### config.mk
export PLATFORM = sky130hd
export DESIGN_NAME = memory_stage
export DESIGN_NICKNAME = d
export VERILOG_FILES = /design/src/rtl/memory_stage_pkg.sv /design/src/rtl/load_align.sv /design/src/rtl/memory_stage.sv
export SDC_FILE = /design/constraint.sdc
export NUM_CORES = 1
export LEC_CHECK = 0
export ABC_AREA = 1
export BUFFER_PORTS_ARGS = -buffer_cell sky130_fd_sc_hd__buf_2
export CAP_MARGIN = 30
export CORE_AREA = 2 2 142 144
export CTS_CLUSTER_DIAMETER = 80
export CTS_CLUSTER_SIZE = 25
export DETAILED_ROUTE_END_ITERATION = 12
export DIE_AREA = 0 0 144 146
export PLACE_DENSITY = 0.76
export SLEW_MARGIN = 10
export SYNTH_ARGS = -nofsm -noshare
export SYNTH_HDL_FRONTEND = slang
export SYNTH_SLANG_ARGS = --single-unit
### constraint.sdc
create_clock -name clk -period 2.3 [get_ports clk]
set_input_delay 0.46 -clock clk [delete_from_list [all_inputs] [get_ports clk]]
set_output_delay 0.46 -clock clk [all_outputs]
set_load 0.005 [all_outputs]
### src/rtl/memory_stage_pkg.sv
// Shared control-word layout for the memory stage: bit indices into ctrl_i and the ctrl type.
package memory_stage_pkg;

  localparam int unsigned I_MEM_R = 0;
  localparam int unsigned I_MEM_W = 1;
  localparam int unsigned I_WEX   = 2;
  localparam int unsigned I_LB    = 3;
  localparam int unsigned I_LBU   = 4;
  localparam int unsigned I_LH    = 5;
  localparam int unsigned I_LHU   = 6;
  localparam int unsigned I_LWL   = 7;
  localparam int unsigned I_LWR   = 8;
  localparam int unsigned I_MAX   = 9;

  typedef logic [I_MAX-1:0] ctrl_t;

endpackage

### src/rtl/load_align.sv
// Load data alignment: byte/halfword extraction with sign/zero extension and LWL/LWR merging.
module load_align
  import memory_stage_pkg::*;
(
  input  ctrl_t       ctrl_i,
  input  logic [1:0]  offset_i,
  input  logic [31:0] mem_data_i,
  input  logic [31:0] rt_old_i,
  output logic [31:0] data_o
);

  logic [4:0]  byte_sh;
  logic [4:0]  inv_sh;
  logic [31:0] shr;
  logic [15:0] half;
  logic        unused_ctrl;

  assign byte_sh = {offset_i, 3'b000};
  // 3 - o equals ~o for a 2-bit offset
  assign inv_sh  = {~offset_i, 3'b000};
  assign shr     = mem_data_i >> byte_sh;
  assign half    = offset_i[1] ? mem_data_i[31:16] : mem_data_i[15:0];

  assign unused_ctrl = ^{ctrl_i[I_MEM_R], ctrl_i[I_MEM_W], ctrl_i[I_WEX]};

  always_comb begin
    data_o = mem_data_i;
    if (ctrl_i[I_LB]) begin
      data_o = {{24{shr[7]}}, shr[7:0]};
    end else if (ctrl_i[I_LBU]) begin
      data_o = {24'd0, shr[7:0]};
    end else if (ctrl_i[I_LH]) begin
      data_o = {{16{half[15]}}, half};
    end else if (ctrl_i[I_LHU]) begin
      data_o = {16'd0, half};
    end else if (ctrl_i[I_LWL]) begin
      data_o = (mem_data_i << inv_sh) | (rt_old_i & (32'h00FF_FFFF >> byte_sh));
    end else if (ctrl_i[I_LWR]) begin
      data_o = shr | (rt_old_i & ~(32'hFFFF_FFFF >> byte_sh));
    end
  end

endmodule

### src/rtl/memory_stage.sv
// Memory pipeline stage: waits for in-order data-cache completions, aligns loads, registers to WB.
// Optional MEM_PERFCNT_EN adds load/store wait-cycle counters.
module memory_stage
  import memory_stage_pkg::*;
(
  input  logic        clk,
  input  logic        resetn,
  input  logic        data_data_ok,
  input  logic [31:0] data_rdata,
  input  logic        valid_i,
  input  logic [31:0] pc_i,
  input  logic [31:0] inst_i,
  input  ctrl_t       ctrl_i,
  input  logic [31:0] result_i,
  input  logic [31:0] eaddr_i,
  input  logic [31:0] rdata2_i,
  input  logic [4:0]  waddr_i,
  output logic        ready_o,
  input  logic        ready_i,
  output logic        valid_o,
  output logic [31:0] pc_o,
  output logic [31:0] inst_o,
  output ctrl_t       ctrl_o,
  output logic [31:0] result_o,
  output logic [4:0]  waddr_o,
  output logic [4:0]  fwd_addr,
  output logic [31:0] fwd_data,
  output logic        fwd_ok
`ifdef MEM_PERFCNT_EN
  ,
  output logic [31:0] perfcnt_load_waitdata,
  output logic [31:0] perfcnt_store_waitdata
`endif
);

  typedef enum logic [1:0] {StIdle, StWait, StHold} state_e;

  state_e      state_q;
  logic [31:0] rdata_buf_q;
  logic        valid_q;
  logic [31:0] pc_q, inst_q, result_q;
  ctrl_t       ctrl_q;
  logic [4:0]  waddr_q;

  logic        mem, done;
  logic [31:0] sel_rdata, aligned, final_data;
  logic        unused_eaddr;

  assign mem     = valid_i && (ctrl_i[I_MEM_R] || ctrl_i[I_MEM_W]);
  assign done    = !mem || data_data_ok || (state_q == StHold);
  assign ready_o = !valid_i || (done && ready_i);

  // Once stalled in HOLD the cache bus has moved on, so use the captured word
  assign sel_rdata = (state_q == StHold) ? rdata_buf_q : data_rdata;

  load_align u_load_align (
    .ctrl_i     (ctrl_i),
    .offset_i   (eaddr_i[1:0]),
    .mem_data_i (sel_rdata),
    .rt_old_i   (rdata2_i),
    .data_o     (aligned)
  );

  assign final_data   = ctrl_i[I_MEM_R] ? aligned : result_i;
  assign unused_eaddr = ^eaddr_i[31:2];

  assign fwd_addr = valid_i ? waddr_i : 5'd0;
  assign fwd_data = final_data;
  assign fwd_ok   = valid_i && done && ctrl_i[I_WEX];

  always_ff @(posedge clk) begin
    if (!resetn) begin
      state_q     <= StIdle;
      rdata_buf_q <= '0;
      valid_q     <= 1'b0;
      pc_q        <= '0;
      inst_q      <= '0;
      ctrl_q      <= '0;
      result_q    <= '0;
      waddr_q     <= '0;
    end else begin
      unique case (state_q)
        StIdle: begin
          if (mem && !data_data_ok) begin
            state_q <= StWait;
          end else if (mem && !ready_i) begin
            state_q <= StHold;
          end
        end
        StWait: begin
          if (data_data_ok) begin
            state_q <= ready_i ? StIdle : StHold;
          end
        end
        StHold: begin
          if (ready_i) begin
            state_q <= StIdle;
          end
        end
        default: state_q <= StIdle;
      endcase
      if (data_data_ok && (state_q != StHold)) begin
        rdata_buf_q <= data_rdata;
      end
      if (ready_i) begin
        valid_q  <= valid_i && done;
        pc_q     <= pc_i;
        inst_q   <= inst_i;
        ctrl_q   <= ctrl_i;
        waddr_q  <= waddr_i;
        result_q <= final_data;
      end
    end
  end

  assign valid_o  = valid_q;
  assign pc_o     = pc_q;
  assign inst_o   = inst_q;
  assign ctrl_o   = ctrl_q;
  assign result_o = result_q;
  assign waddr_o  = waddr_q;

`ifdef MEM_PERFCNT_EN
  logic [31:0] perf_load_q, perf_store_q;

  always_ff @(posedge clk) begin
    if (!resetn) begin
      perf_load_q  <= '0;
      perf_store_q <= '0;
    end else begin
      if (state_q == StWait && ctrl_i[I_MEM_R]) perf_load_q <= perf_load_q + 32'd1;
      if (state_q == StWait && ctrl_i[I_MEM_W]) perf_store_q <= perf_store_q + 32'd1;
    end
  end

  assign perfcnt_load_waitdata  = perf_load_q;
  assign perfcnt_store_waitdata = perf_store_q;
`endif

endmodule

## Word-level counts from Yosys, hierarchy flattened

Cells that the tools add are included.

- Add/subtract/negate cells: 0
- $mul: 0
- Divide/modulo/power cells: 0
- Magnitude comparators: 0
- Eq/ne operators: 6
- Shift-type cells: 4
- Mux-type cells: 16
- Bitwise gates (word level): 6
- Reductions and logical operators: 17

Operators with widths:

| cell | number |
|---|---|
| $mux 32 | 8 |
| $and 32x32->32 | 2 |
| $or 32x32->32 | 2 |
| $not 32->32 | 1 |
| $shl 32x5->32 | 1 |
| $shr 24x5->32 const A | 1 |
| $shr 32x5->32 | 1 |
| $shr 32x5->32 const A | 1 |
| $mux 16 | 1 |
| $mux 2 | 5 |
| $logic_and 1x1->1 | 7 |
| $ne 2x2->1 const B | 3 |
| $pmux 2 s3 | 1 |
| $mux 5 | 1 |
| $logic_not 1->1 | 4 |
| $logic_or 1x1->1 | 4 |
| $ne 3x3->1 const B | 1 |
| $reduce_and 3->1 | 1 |
| $eq 2x1->1 const B | 1 |
| $eq 2x2->1 const B | 1 |
| $logic_not 2->1 | 1 |
| $not 2->2 | 1 |

- Bits in registers: 145
- Bits in latches: 0
- Bits in writable memories: 0
- Memory bits (read-only): 0
- Bits of input ports: 211
- Output and inout bits: 150
- Logic and storage cells: 57
- Memories: 0

## Logic depth before layout (Yosys ltp)

- Depth in word-level cells: 11
- Mapped depth: 16
- Gate-level depth less buffers: 14

## Hierarchy

A second synthesis with hierarchy kept.

- Cells, all modules: 1513
- Area total of the unflattened synthesis: 8789.7 um^2

By module, submodules not included:

| module | instances | cells an instance | area each (um^2) | sequential area each (um^2) |
|---|---|---|---|---|
| memory_stage | 1 | 868 | 6043.3 | 2902.8 |
| load_align | 1 | 645 | 2746.4 | 0.0 |

## Worst setup path after synthesis

OpenSTA, ideal clock, no wires.

- Kind: input-to-output
- Start point: input port eaddr_i[0]
- End point: output port fwd_data[9]
- Arrival time: 1597 ps
- Required time: 1840 ps
- Slack: 243 ps
- Stages on the path: 13
- Path buffers: 2
- Cell sequence: buf_2 -> buf_1 -> nand3_1 -> nand3_1 -> nand2_1 -> nand2_1 -> nand2_1 -> nand2_1 -> nand2_1 -> nand2_1 -> nand2_1 -> nand2_1 -> inv_1

- Longest elaborated chain between the ends: 11
- Elaborated cells on any way between the ends: 17
- Those cells by class: shift (4); mux (7); bitwise (6)

Ends and longest elaborated chain:

| element | line | source |
|---|---|---|
| from (decl) | memory_stage.sv:15 | `input logic [31:0] eaddr_i,` |
| $shr 32x5->32 | load_align.sv:39 | `data_o = shr \| (rt_old_i & ~(32'hFFFF_FFFF >> byte_sh));` |
| $not 32->32 | load_align.sv:39 |  |
| $and 32x32->32 | load_align.sv:39 |  |
| $or 32x32->32 | load_align.sv:39 |  |
| $mux 32 | load_align.sv:38 | `end else if (ctrl_i[I_LWR]) begin` |
| $mux 32 | load_align.sv:36 | `end else if (ctrl_i[I_LWL]) begin` |
| $mux 32 | load_align.sv:34 | `end else if (ctrl_i[I_LHU]) begin` |
| $mux 32 | load_align.sv:32 | `end else if (ctrl_i[I_LH]) begin` |
| $mux 32 | load_align.sv:30 | `end else if (ctrl_i[I_LBU]) begin` |
| $mux 32 * | load_align.sv:28 | `if (ctrl_i[I_LB]) begin` |
| $mux 32 * | memory_stage.sv:64 | `assign final_data = ctrl_i[I_MEM_R] ? aligned : result_i;` |
| to (decl) | memory_stage.sv:27 | `output logic [31:0] fwd_data,` |

Every way passes the cells marked *; elsewhere a longest branch is shown, timed or not.

## Worst setup path after layout

- Start point: register state_q[1]
- End point: output port fwd_data[0]

- Longest elaborated chain between the ends: 11
- Elaborated cells on any way between the ends: 14
- Those cells by class: eq/ne (1); shift (2); mux (9); bitwise (2)

Ends and longest elaborated chain:

| element | line | source |
|---|---|---|
| from (decl) | memory_stage.sv:38 | `state_e state_q;` |
| from (signal assigned) | memory_stage.sv:73 | `state_q <= StIdle;` |
| from (signal assigned) | memory_stage.sv:85 | `state_q <= StWait;` |
| from (signal assigned) | memory_stage.sv:87 | `state_q <= StHold;` |
| $eq 2x2->1 * | memory_stage.sv:54 | `assign sel_rdata = (state_q == StHold) ? rdata_buf_q : data_rdata;` |
| $mux 32 * | memory_stage.sv:54 |  |
| $shr 32x5->32 | load_align.sv:21 | `assign shr = mem_data_i >> byte_sh;` |
| $or 32x32->32 | load_align.sv:39 |  |
| $mux 32 | load_align.sv:38 |  |
| $mux 32 | load_align.sv:36 |  |
| $mux 32 | load_align.sv:34 |  |
| $mux 32 | load_align.sv:32 |  |
| $mux 32 | load_align.sv:30 |  |
| $mux 32 * | load_align.sv:28 |  |
| $mux 32 * | memory_stage.sv:64 |  |

Marked as above.

==> metrics.md <==
| Metric | Value |
|---|---|
| CP cell instances | `buf_12, buf_12, nand2_8, buf_4, nand2_4, nand3_2, nand3_4, nand3_1, nand2_1, nand2_1, nand2_1, nand2_1, nand2_2, nand2_1, buf_2` |
| CP endpoint kind | `primary output` |
| CTS Hold Bufs | `0` |
| Die area | `roughly 21000 µm²` |
| GRT overflow | `0` |
| Fin util | `66.3%` |
| Vias | `11100` |
| Post-synth EDFFs | `0` |
| Synth Flop Type | `dfxtp_1` |
| WL per Instance | `18.3 µm` |
| Max clock buf depth | `2` |
| CP delay by family, top | `simple AND/OR/NAND/NOR gates` |
| Largest net degree at the start of global routing | `98` |
| ANT nets after route | `0` |
| Slowest stage delay, CP | `about 380 ps` |
| Leakage dissipation | `between 6 and 7 nW` |
| Die H | `~150 µm` |
| Hold crit path type | `input pin to flip-flop` |
| Crit-path most repeated cell | `nand2_1` |
| Num Clock Sinks | `145` |
| Critical path class | `flip-flop to primary output` |
| Clk slew on worst S/H paths | `roughly 80 ps` |
| Least-Margin Pin Slew | `~650 ps` |
| Crit start category | `flip-flop` |
| Vias/cell | `approximately 5.3` |
| Fin area | `between 10000 and 15000 µm²` |
| Placed Cells | `between 2000 and 2500` |
| Port Buffers | `330` |
| Failing checks | `setup timing` |
| Layout net count | `2016` |
| Top-area cell type share of the netlist area | `about 33%` |
| Final Max Slew Viols | `0` |
| Slowest CP cell | `dfxtp_4` |
| Register area share after synthesis | `about a third` |
| FF+latch count, synth | `between 100 and 150` |
| Die Span X | `roughly 140 µm` |
| Post-DP HPWL | `about 28000 µm` |
| Max Fclk | `roughly 370 MHz` |
| Most common cell after layout, fill and taps aside | `nand2_1` |
| PnR worst setup slack | `-386 ps` |
| Share of layout cells above drive strength 1 | `approximately two fifths` |
| DRT Wirelength | `about 38000 µm` |
| Setup violators final | `32` |
| Cell count along the critical path | `15` |
| Buf/Inv on CP | `4` |
| Post-synth top area cell | `dfxtp_1` |
| CTS H-Tree Depth | `4` |
| Worst Path Arrival | `between 2000 and 2500 ps` |
| Post-synth ARST share | `0%` |
| Tcrit/Tclk final | `117%` |
| Placed cell areas | `11300 µm²` |
| TritonCTS clock tree | `built` |
| Vias in the first global route | `10400` |
| Max IR drop VDD | `~0.00059 V` |
| Clock Latency Late Sink | `roughly 430 ps` |
| Critical Path RT | `between 1500 and 2000 ps` |
| Initial antenna violation count | `1` |
| Cells after synthesis | `approximately 1400` |
| RSZ-0062 raised after global routing | `true` |
| Post-Layout Cell Count | `2084` |
| Violation count after the first detailed-route iteration | `between 900 and 1000` |
| Syn_area_per_cell | `just over 6 µm²` |
| Row count | `approximately 50` |
| Post-Syn Area | `just under 9000 µm²` |
| First-pass GRT wire length | `about 58000 µm` |
| # fillers | `approximately 1800` |
| Num CTS Buffers | `17` |
| Clock root cell | `clkbuf_16` |
| Distinct cells, synth | `33` |
| Commonest non-fill, non-tap cells in the layout | `356 x nand2_1, 327 x buf_2, 195 x nor2_1, 143 x dfxtp_1, 118 x nand3_1` |
| Status | `finished with violations` |
| Starting density of the core | `around 46%` |
| Placeable Area | `slightly below 20000 µm²` |
| Relative slew slack | `56.8%` |
| Area growth, synth to finish | `45.3%` |
| Hold Vio Cnt, Final | `0` |
| Hold path cells | `3` |
| Total I/O pin count | `between 300 and 400` |
| Final min period | `roughly 2700 ps` |
| Max-cap violations | `0` |
| GRT Util Overall | `between 30% and 40%` |
| Placer Congestion | `~1` |
| Ys Warns | `0` |
| Pre-antenna DRT Iters | `7` |
| Cell Pwr Density | `~600 nW/µm²` |
| Mapped Nets | `about 1600` |
| FF-to-FF path depth | `15` |
| Largest cells by area after synthesis | `dfxtp_1 33%, nand2_1 17%, nand3_1 11%, nor2_1 8.3%, o21ai_0 6.6%` |
| Worst Clk Skew | `approximately 13 ps` |
| Max FO, Critical Path | `6` |
| Setup TNS after final layout | `-10690 ps` |
| Drc violations | `0` |
| Fin Hold WS | `246 ps` |
==> registers in the layout (all words and copies together) (netlist names) <==
name         count
rdata_buf_q     32
valid_o          1
waddr_o          5
pc_o            32
result_o        32
inst_o          32
ctrl_o           9
state_q          2
==> worst min-delay path, delay by kind of cell <==
kind,cells,cell delay [ps]
buffers and inverters,1,70
and+or+nand+nor,2,110
==> report_power, final <==
part / switching, mW / internal (mW)
registers: 0.0942 / 2.69
logic: 1.18 / 0.831
clock network: 1.39 / 1.46
==> path summary, 6_finish.rpt <==
kind	from	end	slack, ps
worst min register to register	rdata_buf_q[23]	rdata_buf_q[23]	470
worst max-delay path	state_q[1]	fwd_data[0]	-390
worst max register to register	state_q[1]	result_o[17]	150
worst min-delay path	inst_i[11]	inst_o[11]	250
==> cell families (layout without fill, tap and decap cells) <==
family,Yosys count,count (layout),share of synthesized area (%)
other cells,0,1,0
buf+inv,185,566,9.13
simple gates,858,861,43.0
flops,145,145,32.9
compound gates,246,246,14.9
==> final cells by class <==
cell class | count | area [µm²] | area share [%]
flip-flops and latches | 145 | 2910 | 22.7
clock inverters | 15 | 169 | 1.32
repair buffers | 449 | 2860 | 22.3
well taps | 265 | 332 | 2.59
diodes | 1 | 2.50 | 0.0195
inverters | 85 | 332 | 2.59
multi-input cells | 1107 | 5790 | 45.2
clock buffers | 17 | 425 | 3.32
==> what timing repair did <==
action | in CTS | in global routing
endpoints found under the hold margin | 0 | 0
setup buffers | 13 | 5
pin swaps | 16 | 21
endpoints found under the setup margin | 32 | 32
gates cloned | 5 | 0
gates resized for setup | 123 | 45
==> per-layer routing <==
metal / up-vias / wire length (µm) / GRT usage (%)
met5: - / 0 / 0
met1: 5068 / 15300 / 46.0
met4: 0 / 1760 / 16.0
met3: 93 / 3010 / 6.32
li1: 5389 / - / -
met2: 512 / 18100 / 59.0
==> synth_stat cells, types with 7 or more instances <==
cell type and count:
a21oi_2 7, nand2_4 10, and2_1 7, a21oi_1 98, o21ai_0 117, buf_4 7, nor2_1 195, buf_1 7
nand2_1 403, buf_2 28, nand3_1 187, a31oi_1 8, or2_2 24, dfxtp_1 145, nand3_2 22, inv_2 11
o211ai_1 8, clkbuf_1 53, inv_1 70
==> per-stage QoR <==
step                setup WS, ps  total power, mW
detailed placement          -108             4.62
floorplan                    243             3.77
global placement            -127             4.60
CTS                         -355             7.58
global route                -514             7.98
finish                      -386             7.64
Note: power is estimated with default switching activity, not from simulation.
